### src/rtl/param_sp_ram_pkg.sv
// param_sp_ram_pkg: shared types and constants for the param_sp_ram storage
// primitive.
//   ram_state_e : two-state sequencer encoding (INIT clears the array, IDLE serves accesses)
//   BYTE_W      : width of one byte lane controlled by a single byte enable
package param_sp_ram_pkg;

    localparam int BYTE_W = 8;

    typedef enum logic {
        INIT = 1'b0,
        IDLE = 1'b1
    } ram_state_e;

endpackage

### src/rtl/param_sp_ram_clr_seq.sv
// param_sp_ram_clr_seq: clear sequencer for param_sp_ram. After reset, or on a
// clr_i pulse while idle, it walks every word address once, one per cycle,
// asserting a write enable so the array can load the clear value. It then
// reports the array ready for normal accesses.
//
// Ports:
//   clk_i        clock, rising edge
//   rst_i        synchronous active-high reset; restarts the clear at address 0
//   clr_i        single-cycle request to clear the whole array (ignored while clearing)
//   clr_we_o     clear write enable for the array
//   clr_addr_o   word address being cleared this cycle
//   ready_o      1 when the array accepts accesses (state IDLE)
//   init_busy_o  1 while the clear walk runs (state INIT)
module param_sp_ram_clr_seq
    import param_sp_ram_pkg::*;
#(
    parameter int ADDR_W = 7
) (
    input  logic              clk_i,
    input  logic              rst_i,
    input  logic              clr_i,
    output logic              clr_we_o,
    output logic [ADDR_W-1:0] clr_addr_o,
    output logic              ready_o,
    output logic              init_busy_o
);

    localparam int DEPTH = 1 << ADDR_W;

    // One bit wider than the address so the terminal count is an explicit
    // compare rather than relying on the pointer wrapping to zero.
    localparam logic [ADDR_W:0] PTR_LAST = (ADDR_W+1)'(DEPTH - 1);
    localparam logic [ADDR_W:0] PTR_ONE  = (ADDR_W+1)'(1);

    ram_state_e      state_q, state_d;
    logic [ADDR_W:0] ptr_q, ptr_d;

    always_ff @(posedge clk_i) begin
        if (rst_i) begin
            state_q <= INIT;
            ptr_q   <= '0;
        end else begin
            state_q <= state_d;
            ptr_q   <= ptr_d;
        end
    end

    always_comb begin
        state_d = state_q;
        ptr_d   = ptr_q;
        case (state_q)
            INIT: begin
                // clr_i is deliberately not looked at here: a clear in
                // progress runs to completion without restarting.
                if (ptr_q == PTR_LAST) begin
                    state_d = IDLE;
                    ptr_d   = '0;
                end else begin
                    ptr_d = ptr_q + PTR_ONE;
                end
            end
            IDLE: begin
                if (clr_i) begin
                    state_d = INIT;
                    ptr_d   = '0;
                end
            end
            default: begin
                state_d = INIT;
                ptr_d   = '0;
            end
        endcase
    end

    assign clr_we_o    = (state_q == INIT);
    assign clr_addr_o  = ptr_q[ADDR_W-1:0];
    assign ready_o     = (state_q == IDLE);
    assign init_busy_o = (state_q == INIT);

endmodule

### src/rtl/param_sp_ram.sv
// param_sp_ram: parametrised single-port synchronous RAM with per-byte write
// enables, a read-valid strobe and a hardware clear sequencer. The array is
// cleared one word per cycle after reset or on request; accesses are accepted
// only while ready_o is high.
//
// Ports:
//   clk_i        clock, rising edge
//   rst_i        synchronous active-high reset
//   req_i        access request, accepted only when ready_o=1 and clr_i=0
//   we_i         1=write, 0=read
//   be_i         byte enables for writes (bit k covers data[8k+7:8k])
//   addr_i       word address
//   wr_data_i    write data
//   clr_i        single-cycle pulse starting a full-array clear
//   ready_o      1 when accesses are accepted
//   rd_data_o    read data, held until the next read completes
//   rd_valid_o   one-cycle strobe marking rd_data_o valid
//   init_busy_o  1 while the clear sequencer runs
//
// Build option:
//   PARAM_SP_RAM_OUT_REG_EN  when defined, an extra output register follows
//                            the array; read latency becomes 2 cycles.
module param_sp_ram
    import param_sp_ram_pkg::*;
#(
    parameter int                DATA_W  = 8,
    parameter int                ADDR_W  = 7,
    parameter logic [DATA_W-1:0] CLR_VAL = '0
) (
    input  logic                     clk_i,
    input  logic                     rst_i,
    input  logic                     req_i,
    input  logic                     we_i,
    input  logic [DATA_W/BYTE_W-1:0] be_i,
    input  logic [ADDR_W-1:0]        addr_i,
    input  logic [DATA_W-1:0]        wr_data_i,
    input  logic                     clr_i,
    output logic                     ready_o,
    output logic [DATA_W-1:0]        rd_data_o,
    output logic                     rd_valid_o,
    output logic                     init_busy_o
);

    localparam int BE_W  = DATA_W / BYTE_W;
    localparam int DEPTH = 1 << ADDR_W;

    logic              clr_we;
    logic [ADDR_W-1:0] clr_addr;
    logic              ready;
    logic              acc_ok;
    logic              wr_en;
    logic              rd_en;

    logic [DATA_W-1:0] mem_q [DEPTH];

    param_sp_ram_clr_seq #(
        .ADDR_W (ADDR_W)
    ) u_clr_seq (
        .clk_i       (clk_i),
        .rst_i       (rst_i),
        .clr_i       (clr_i),
        .clr_we_o    (clr_we),
        .clr_addr_o  (clr_addr),
        .ready_o     (ready),
        .init_busy_o (init_busy_o)
    );

    assign ready_o = ready;

    // A clear request in the same cycle as an access wins; the access is
    // dropped. Reset likewise drops anything presented alongside it.
    assign acc_ok = req_i & ready & ~clr_i & ~rst_i;
    assign wr_en  = acc_ok & we_i;
    assign rd_en  = acc_ok & ~we_i;

    // Array: clear writes and byte-lane writes never overlap because the
    // sequencer and ready are mutually exclusive.
    always_ff @(posedge clk_i) begin
        if (clr_we) begin
            mem_q[clr_addr] <= CLR_VAL;
        end else if (wr_en) begin
            for (int k = 0; k < BE_W; k++) begin
                if (be_i[k]) begin
                    mem_q[addr_i][k*BYTE_W +: BYTE_W] <= wr_data_i[k*BYTE_W +: BYTE_W];
                end
            end
        end
    end

    // Read stage 1: array output register
    logic [DATA_W-1:0] rd_data_q;
    logic              rd_valid_q;

    always_ff @(posedge clk_i) begin
        if (rst_i) begin
            rd_valid_q <= 1'b0;
            rd_data_q  <= '0;
        end else begin
            rd_valid_q <= rd_en;
            if (rd_en) begin
                rd_data_q <= mem_q[addr_i];
            end
        end
    end

`ifdef PARAM_SP_RAM_OUT_REG_EN
    // Read stage 2: optional output register, advances only on valid data so
    // rd_data_o still holds its last value between reads.
    logic [DATA_W-1:0] rd_data_out_q;
    logic              rd_valid_out_q;

    always_ff @(posedge clk_i) begin
        if (rst_i) begin
            rd_valid_out_q <= 1'b0;
            rd_data_out_q  <= '0;
        end else begin
            rd_valid_out_q <= rd_valid_q;
            if (rd_valid_q) begin
                rd_data_out_q <= rd_data_q;
            end
        end
    end

    assign rd_data_o  = rd_data_out_q;
    assign rd_valid_o = rd_valid_out_q;
`else
    assign rd_data_o  = rd_data_q;
    assign rd_valid_o = rd_valid_q;
`endif

endmodule

### config.mk
export PLATFORM = sky130hd
export DESIGN_NAME = param_sp_ram
export DESIGN_NICKNAME = d
export VERILOG_FILES = /design/src/rtl/param_sp_ram_pkg.sv /design/src/rtl/param_sp_ram_clr_seq.sv /design/src/rtl/param_sp_ram.sv
export SDC_FILE = /design/constraint.sdc
export NUM_CORES = 1
export LEC_CHECK = 0
export CORE_MARGIN = 3
export CORE_UTILIZATION = 60
export CTS_CLUSTER_SIZE = 25
export DETAILED_ROUTE_END_ITERATION = 10
export PLACE_DENSITY = 0.81
export SLEW_MARGIN = 10
export SYNTH_ARGS = -nofsm -noshare
export SYNTH_HDL_FRONTEND = slang
export SYNTH_SLANG_ARGS = --single-unit
### constraint.sdc
create_clock -name clk_i -period 10.83 [get_ports clk_i]
set_input_delay 2.7075 -clock clk_i [delete_from_list [all_inputs] [get_ports clk_i]]
set_output_delay 2.7075 -clock clk_i [all_outputs]
set_load 0.03 [all_outputs]
; Word level (Yosys, flattened, before mapping)
; Memory sizes are Yosys's and may differ from the RTL's. A register that Yosys moved wholly into a read port is not among the register bits.
; Cells that the tools add are included.
[totals]
mem_count = 1
mem_bits_rw = 1024
out_inout_bits = 11
register_bits = 10
elab_cells = 31
input_bits = 21
[classes]
n_mux = 14
reduce_logical = 1
bitwise_logic = 9
addsub = 1
n_eq_ne = 2
[memory_table]
columns = memory, depth, width, read_ports, rd_clocked_by_memory_dff, wr, line_no
row1 = mem_q, 128, 8, 1, 1, 1, param_sp_ram.sv:54  ; logic [DATA_W-1:0] mem_q [DEPTH];
[ops]
columns = op, count
row1 = $mux 8, 3
row2 = $pmux 8 s2, 1
row3 = $add 8x1->8 const B, 1
row4 = $eq 8x7->1 const B, 1
row5 = $mux 1, 8
row6 = $reduce_or 8->1, 1
row7 = $mux 7, 1
row8 = $and 1x1->1, 5
row9 = $not 1->1, 4
row10 = $ne 2x2->1 const B, 1
row11 = $pmux 1 s2, 1

; Longest topological paths before layout
[logic_depth]
depth_word = 9
depth_mapped = 11
depth_no_buf = 7

; Modules after synthesis
; A second synthesis with hierarchy kept.
[unflattened]
cells_unflattened = 2018
area_unflattened_um2 = 41408.5
[by_module_without_submodules]
columns = module, area_per_inst_um2, cells_each, instances
row1 = param_sp_ram, 40880.5, 1952, 1
row2 = param_sp_ram_clr_seq, 528.0, 66, 1

; Least setup slack after synthesis
; Ideal clock, no wire load.
[synth_path]
kind = input to register
startpoint = in rst_i
endpoint = mem mem_q[0][0], data pin
required_ps = 10295
arrival_ps = 5549
setup_time_ps = 535
cell_stages = 8
setup_slack_ps = 4746
cell_sequence = clkbuf_2 > nand2b_1 > nor2_1 > and3_1 > buf_2 > buf_4 > clkbuf_1 > and2_1
[synth_via]
elab_chain_cells = 8
[synth_rtl]
columns = item, line_no
row1 = "start, declared", param_sp_ram.sv:31  ; input logic rst_i,
row2 = $not 1->1, param_sp_ram.sv:72  ; assign acc_ok = req_i & ready & ~clr_i & ~rst_i;
row3 = $and 1x1->1, param_sp_ram.sv:72
row4 = $and 1x1->1, param_sp_ram.sv:73  ; assign wr_en = acc_ok & we_i;
row5 = $mux 1, param_sp_ram.sv:81  ; end else if (wr_en) begin
row6 = $mux 1, param_sp_ram.sv:79  ; if (clr_we) begin
row7 = $mux 1 (implied by the code), param_sp_ram.sv:84  ; mem_q[addr_i][k*BYTE_W +: BYTE_W] <= wr_data_i[k*BYTE_W +: BYTE_W];
row8 = $reduce_or 8->1 (no source line), -
row9 = $mux 8 (no source line), -
row10 = "end, declared", param_sp_ram.sv:54
; Every way passes these cells.

; Worst setup path in the final report
[layout_path]
startpoint = in rst_i
endpoint = mem mem_q[68][7] (enable)
[layout_via]
elab_chain_cells = 8
word_cells_on_any_way = 9
[layout_rtl]
columns = item, line_no
row1 = $not 1->1 (*), param_sp_ram.sv:72
row2 = $and 1x1->1 (*), param_sp_ram.sv:72
row3 = $and 1x1->1 (*), param_sp_ram.sv:73
row4 = $mux 1 (*), param_sp_ram.sv:81
row5 = $mux 1 (*), param_sp_ram.sv:79
row6 = $mux 1 (implied by the code) (*), param_sp_ram.sv:84
row7 = $reduce_or 8->1 (no source line), -
row8 = $mux 7 (no source line) / $mux 1 (equally long branches), -
; Mark *: on every way between the ends. The rest lies on a longest branch, timed or not.

==> results.md <==
- The final-report max-slew violation count is 0.
- Buffers inserted during clock tree synthesis total 94.
- The x dimension of the die is 268 µm.
- Relative to the synthesized area, the layout overhead comes to 9.62%.
- The reg-to-reg endpoint is mem_q[68][7].
- The analysis attributes to net switching a power of 1.60 mW.
- The part of the power in registers is 0.549.
- After clock tree synthesis, the setup repair step added 0 buffers.
- For this run, the slowest stage of the critical path takes around 0.85 ns.
- The power per unit of standard cell area is 177 mW/mm².
- The overall fraction of global-route tracks in use is 0.281.
- From bottom edge to top edge, the die measures 268 µm.
- Of the post-synthesis cell area, the dominant cell type holds 0.747.
- The worst setup path is captured at a register.
- The initial DRC count is 3367.
- In this run the worst path has a maximum fanout of 24.
- After detailed routing, the number of remaining DRC violations is 0.
- Traced cell by cell, the critical path runs through clkdlybuf4s50_1 > nand2b_1 > nor2_1 > and3_1 > mux2i_1 > o31a_2 > nor2_1.
- The flow ran to the end, and the final reports show no timing, DRC or antenna violations.
- The cell with the largest stage delay on the worst path is and3_1.
- At the pin with the least slew margin, the transition time is 1.24 ns.
- On the final layout, the worst clock skew is 0.0256 ns.
- After synthesis, the most frequently instantiated cells are 1024 x edfxtp_1, 242 x mux4_2, 179 x nor2_1, 101 x mux2i_1, 45 x buf_2.
- The net count after synthesis is 1999.
- The critical path data required time is 11.10 ns.
- The number of buffers added to fix hold violations after cts is 0.
- The class of the tightest hold or removal check is reg -> reg.
- After synthesis, the mean cell area works out to 20.8 µm².
- By area the synthesized netlist is led by edfxtp_1 75%, mux4_2 13%, mux2i_1 2.5%.
- The first-pass GRT wire length is between 100000 and 150000 µm.
- The routed wirelength normalized by instance count is between 30 and 40 µm.
- The floorplan has 95 rows.
- Among all cell types in the netlist, the one instantiated most often is edfxtp_1.
- The root cell of the clock tree is clkbuf_16.
- The pre-antenna-repair detailed-routing pass consisted of 6 iterations.
- The core region is 0.0675 mm².
- Fill cells in the final layout number 3946.
- The switching part of the total is 0.201.
- Summing over every cut layer, the via total after detailed routing is between 20000 and 25000.
- The period utilization is 0.580.
- During synthesis, Yosys emitted a total of 0 warnings.
- Following the worst setup path forward leads to its endpoint at mem_q[68][7].
- The detailed placement HPWL is 53800 µm.
- Synthesis handed over a netlist of around 2000 instances.
- After clock tree synthesis, the clock-pin slew on the worst setup and hold paths is 0.07 ns.
- The synthesized netlist occupies a cell area of roughly 0.04 mm².
- The most critical setup path has its startpoint at rst_i.
- The peak ir drop on the vdd network is 124 µV.
- The final critical delay including setup and external delays is 6.28 ns.
- The count of input and output buffers is 31.
- The via count normalized by instance count is 7.08.
- Data arrives at the worst endpoint at 6.55 ns.
- The internal power component is 6.37 mW.
- The setup slack of the most critical reg-to-reg path is 6.53 ns.
- The number of flip-flops and latches in the synthesized netlist is approximately 1000.
- The category of the most critical setup path is in -> reg.
- The number of antenna violations at the first check in global routing was 2.
- The clock group share of total power is 0.423.
- The via count of the first global-routing pass is 20600.
- At the end of routability-driven placement, the weighted congestion stood at 0.911.
- The worst setup path is launched from an input port.
- The clock passes through at most 3 buffers.
- The placed instance area is 0.0420 mm².
- TritonCTS built the clock tree.
- After global routing the overflow that remains totals 0.
- The static leakage power is 16.5 nW.
- The biggest area consumer among synthesized cells is edfxtp_1.
- In this run, synthesis inferred approximately 1000 flip-flops with an integrated enable.
- Among all flip-flop cells after synthesis, the most frequent one is edfxtp_1.
- The pin count of the biggest net entering global routing is about 120.
- The post-layout instance area is around 0.045 mm².
- Setup repair after global routing left no endpoint under its margin.
- In this run, distinct cell masters in the synthesized netlist total 61.
- The routed design has between 90000 and 100000 µm of wire.
- Setup violations remaining at the end of the flow were counted as 0.
- The clock reaches the later pin of the worst-skew pair after between 0.6 and 0.7 ns.
- The proportion of synthesized chip area in sequential cells is 0.756.
- The count of final hold-check violations is 0.
- The clock drives about 1000 sinks.
- The relative contribution of combinational cells to total power is 0.028.
- The starting utilization of the core area is 0.610.
- The length in cells of the worst reg-to-reg path is 6.
- In the final design database the tool counted 2028 nets.
- In this run the number of H-tree levels came out at 3.
- The detail route stage leaves a number of antenna-violating nets equal to 0.
- The number of gates given a new drive strength after cts is 0.
- For this run, asynchronously set or reset flops after synthesis account for 0.
- The area of the die is between 0.07 and 0.08 mm².
- Hold is met by 0.504 ns.
- Summing internal, switching and leakage power gives approximately 8 mW.
- The max-capacitance violation count is 0.
- The fraction of final layout cells sized beyond drive strength 1 is 0.215.
- Pin placement for this block handled 32 I/O pins.
- The achievable frequency is 0.159 GHz.
- In this run the tightest slew margin relative to its limit is 0.151.
- The launch point of the worst reg-to-reg path is u_clr_seq.ready_o.
- Among the stages of the critical path, the cell type that occurs most often is nor2_1.
- Setup total negative slack on the finished layout was measured at 0 ns.
[per-layer routing]
metal,global-route usage,routed length [µm],part of all wire
met2,0.438,46400,0.47
met4,0.106,4080,0.041
met1,0.399,35700,0.36
met5,0,12,0.00012
met3,0.0639,12200,0.12
[worst max-delay path: cells and delay by family]
kind | cells | cell delay [ns]
mux | 1 | 0.27
simple gates | 4 | 2.07
compound gates | 1 | 0.67
buf+inv | 1 | 0.80
[sequential cells by signal, indices dropped and copies added (netlist names)]
register           flops
rd_data_o              8
u_clr_seq.ready_o      1
u_clr_seq.ptr_q        8
mem_q               1024
rd_valid_o             1
[placed cells by master (no fill, tap or decap), types with 6 or more instances in the layout]
cell | Yosys | final
clkdlybuf4s50_1 | 0 | 28
nor2b_1 | 17 | 16
o22ai_1 | 11 | 11
buf_4 | 7 | 25
dfxtp_1 | 18 | 18
edfxtp_1 | 1024 | 1024
clkinv_1 | 0 | 17
a211oi_1 | 10 | 10
nor4_1 | 6 | 6
a22o_1 | 8 | 8
clkbuf_1 | 34 | 20
and2_4 | 0 | 8
o21ai_1 | 6 | 6
clkbuf_16 | 0 | 98
bufinv_16 | 0 | 10
nor2_1 | 179 | 179
o21ai_0 | 7 | 7
nand2b_1 | 10 | 10
or2_1 | 10 | 10
clkinvlp_4 | 0 | 6
mux2_2 | 10 | 10
mux2i_1 | 101 | 101
clkinv_2 | 0 | 11
a22oi_1 | 40 | 40
nand2_1 | 21 | 21
a21oi_1 | 32 | 31
nor3_1 | 12 | 12
nand3_1 | 8 | 8
mux4_2 | 242 | 242
[power by group through the flow]
stage	combinational (mW)	sequential [mW]	clock (mW)
finish	0.226	4.38	3.37
global route	0.234	4.37	3.54
detailed placement	0.218	4.46	0
global placement	0.214	4.46	0
CTS	0.222	4.38	3.39
floorplan	0.164	4.46	0
[worst min path at each step]
stage	startpoint	to	slack [ns]	cells after the start
final	u_clr_seq.ptr_q[7]	u_clr_seq.ptr_q[7]	0.50	1
after global routing	u_clr_seq.ptr_q[7]	u_clr_seq.ptr_q[7]	0.53	1
after CTS	u_clr_seq.ptr_q[7]	u_clr_seq.ptr_q[7]	0.50	1
after detailed placement	u_clr_seq.ptr_q[7]	u_clr_seq.ptr_q[7]	0.49	1
after global placement	u_clr_seq.ptr_q[7]	u_clr_seq.ptr_q[7]	0.47	1
after floorplan	u_clr_seq.ptr_q[7]	u_clr_seq.ptr_q[7]	0.45	1
[layout make-up]
class                   count  area, µm²  area share
flip-flops and latches   1042      31100       0.690
multi-input cells         807       9270       0.205
well taps                 873       1090      0.0242
clock buffers             122       2580      0.0572
repair buffers             56        518      0.0115
diodes                      1       2.50   0.0000555
clock inverters            50        524      0.0116
inverters                   5       18.8    0.000416
[kinds of logic after synthesis]
logic type | count (synthesis) | share of synthesized area
DFF | 1042 | 0.756
muxes | 360 | 0.163
and+or+nand+nor | 291 | 0.0320
AOI/OAI and AO/OA | 155 | 0.0275
buffers and inverters | 128 | 0.0209
adders and majority gates | 1 | 0.000304
[stage by stage]
stage / worst slack [ns] / std cells / utilization
2_1_floorplan: 4.75 / 1977 / -
3_3_place_gp: 4.13 / 2783 / 0.622
3_5_place_dp: 3.97 / 2783 / 0.622
4_1_cts: 4.63 / 2955 / 0.668
5_1_grt: 4.29 / 2955 / 0.668
6_report: 4.55 / 2956 / 0.668
Note: power is estimated with default switching activity, not from simulation.
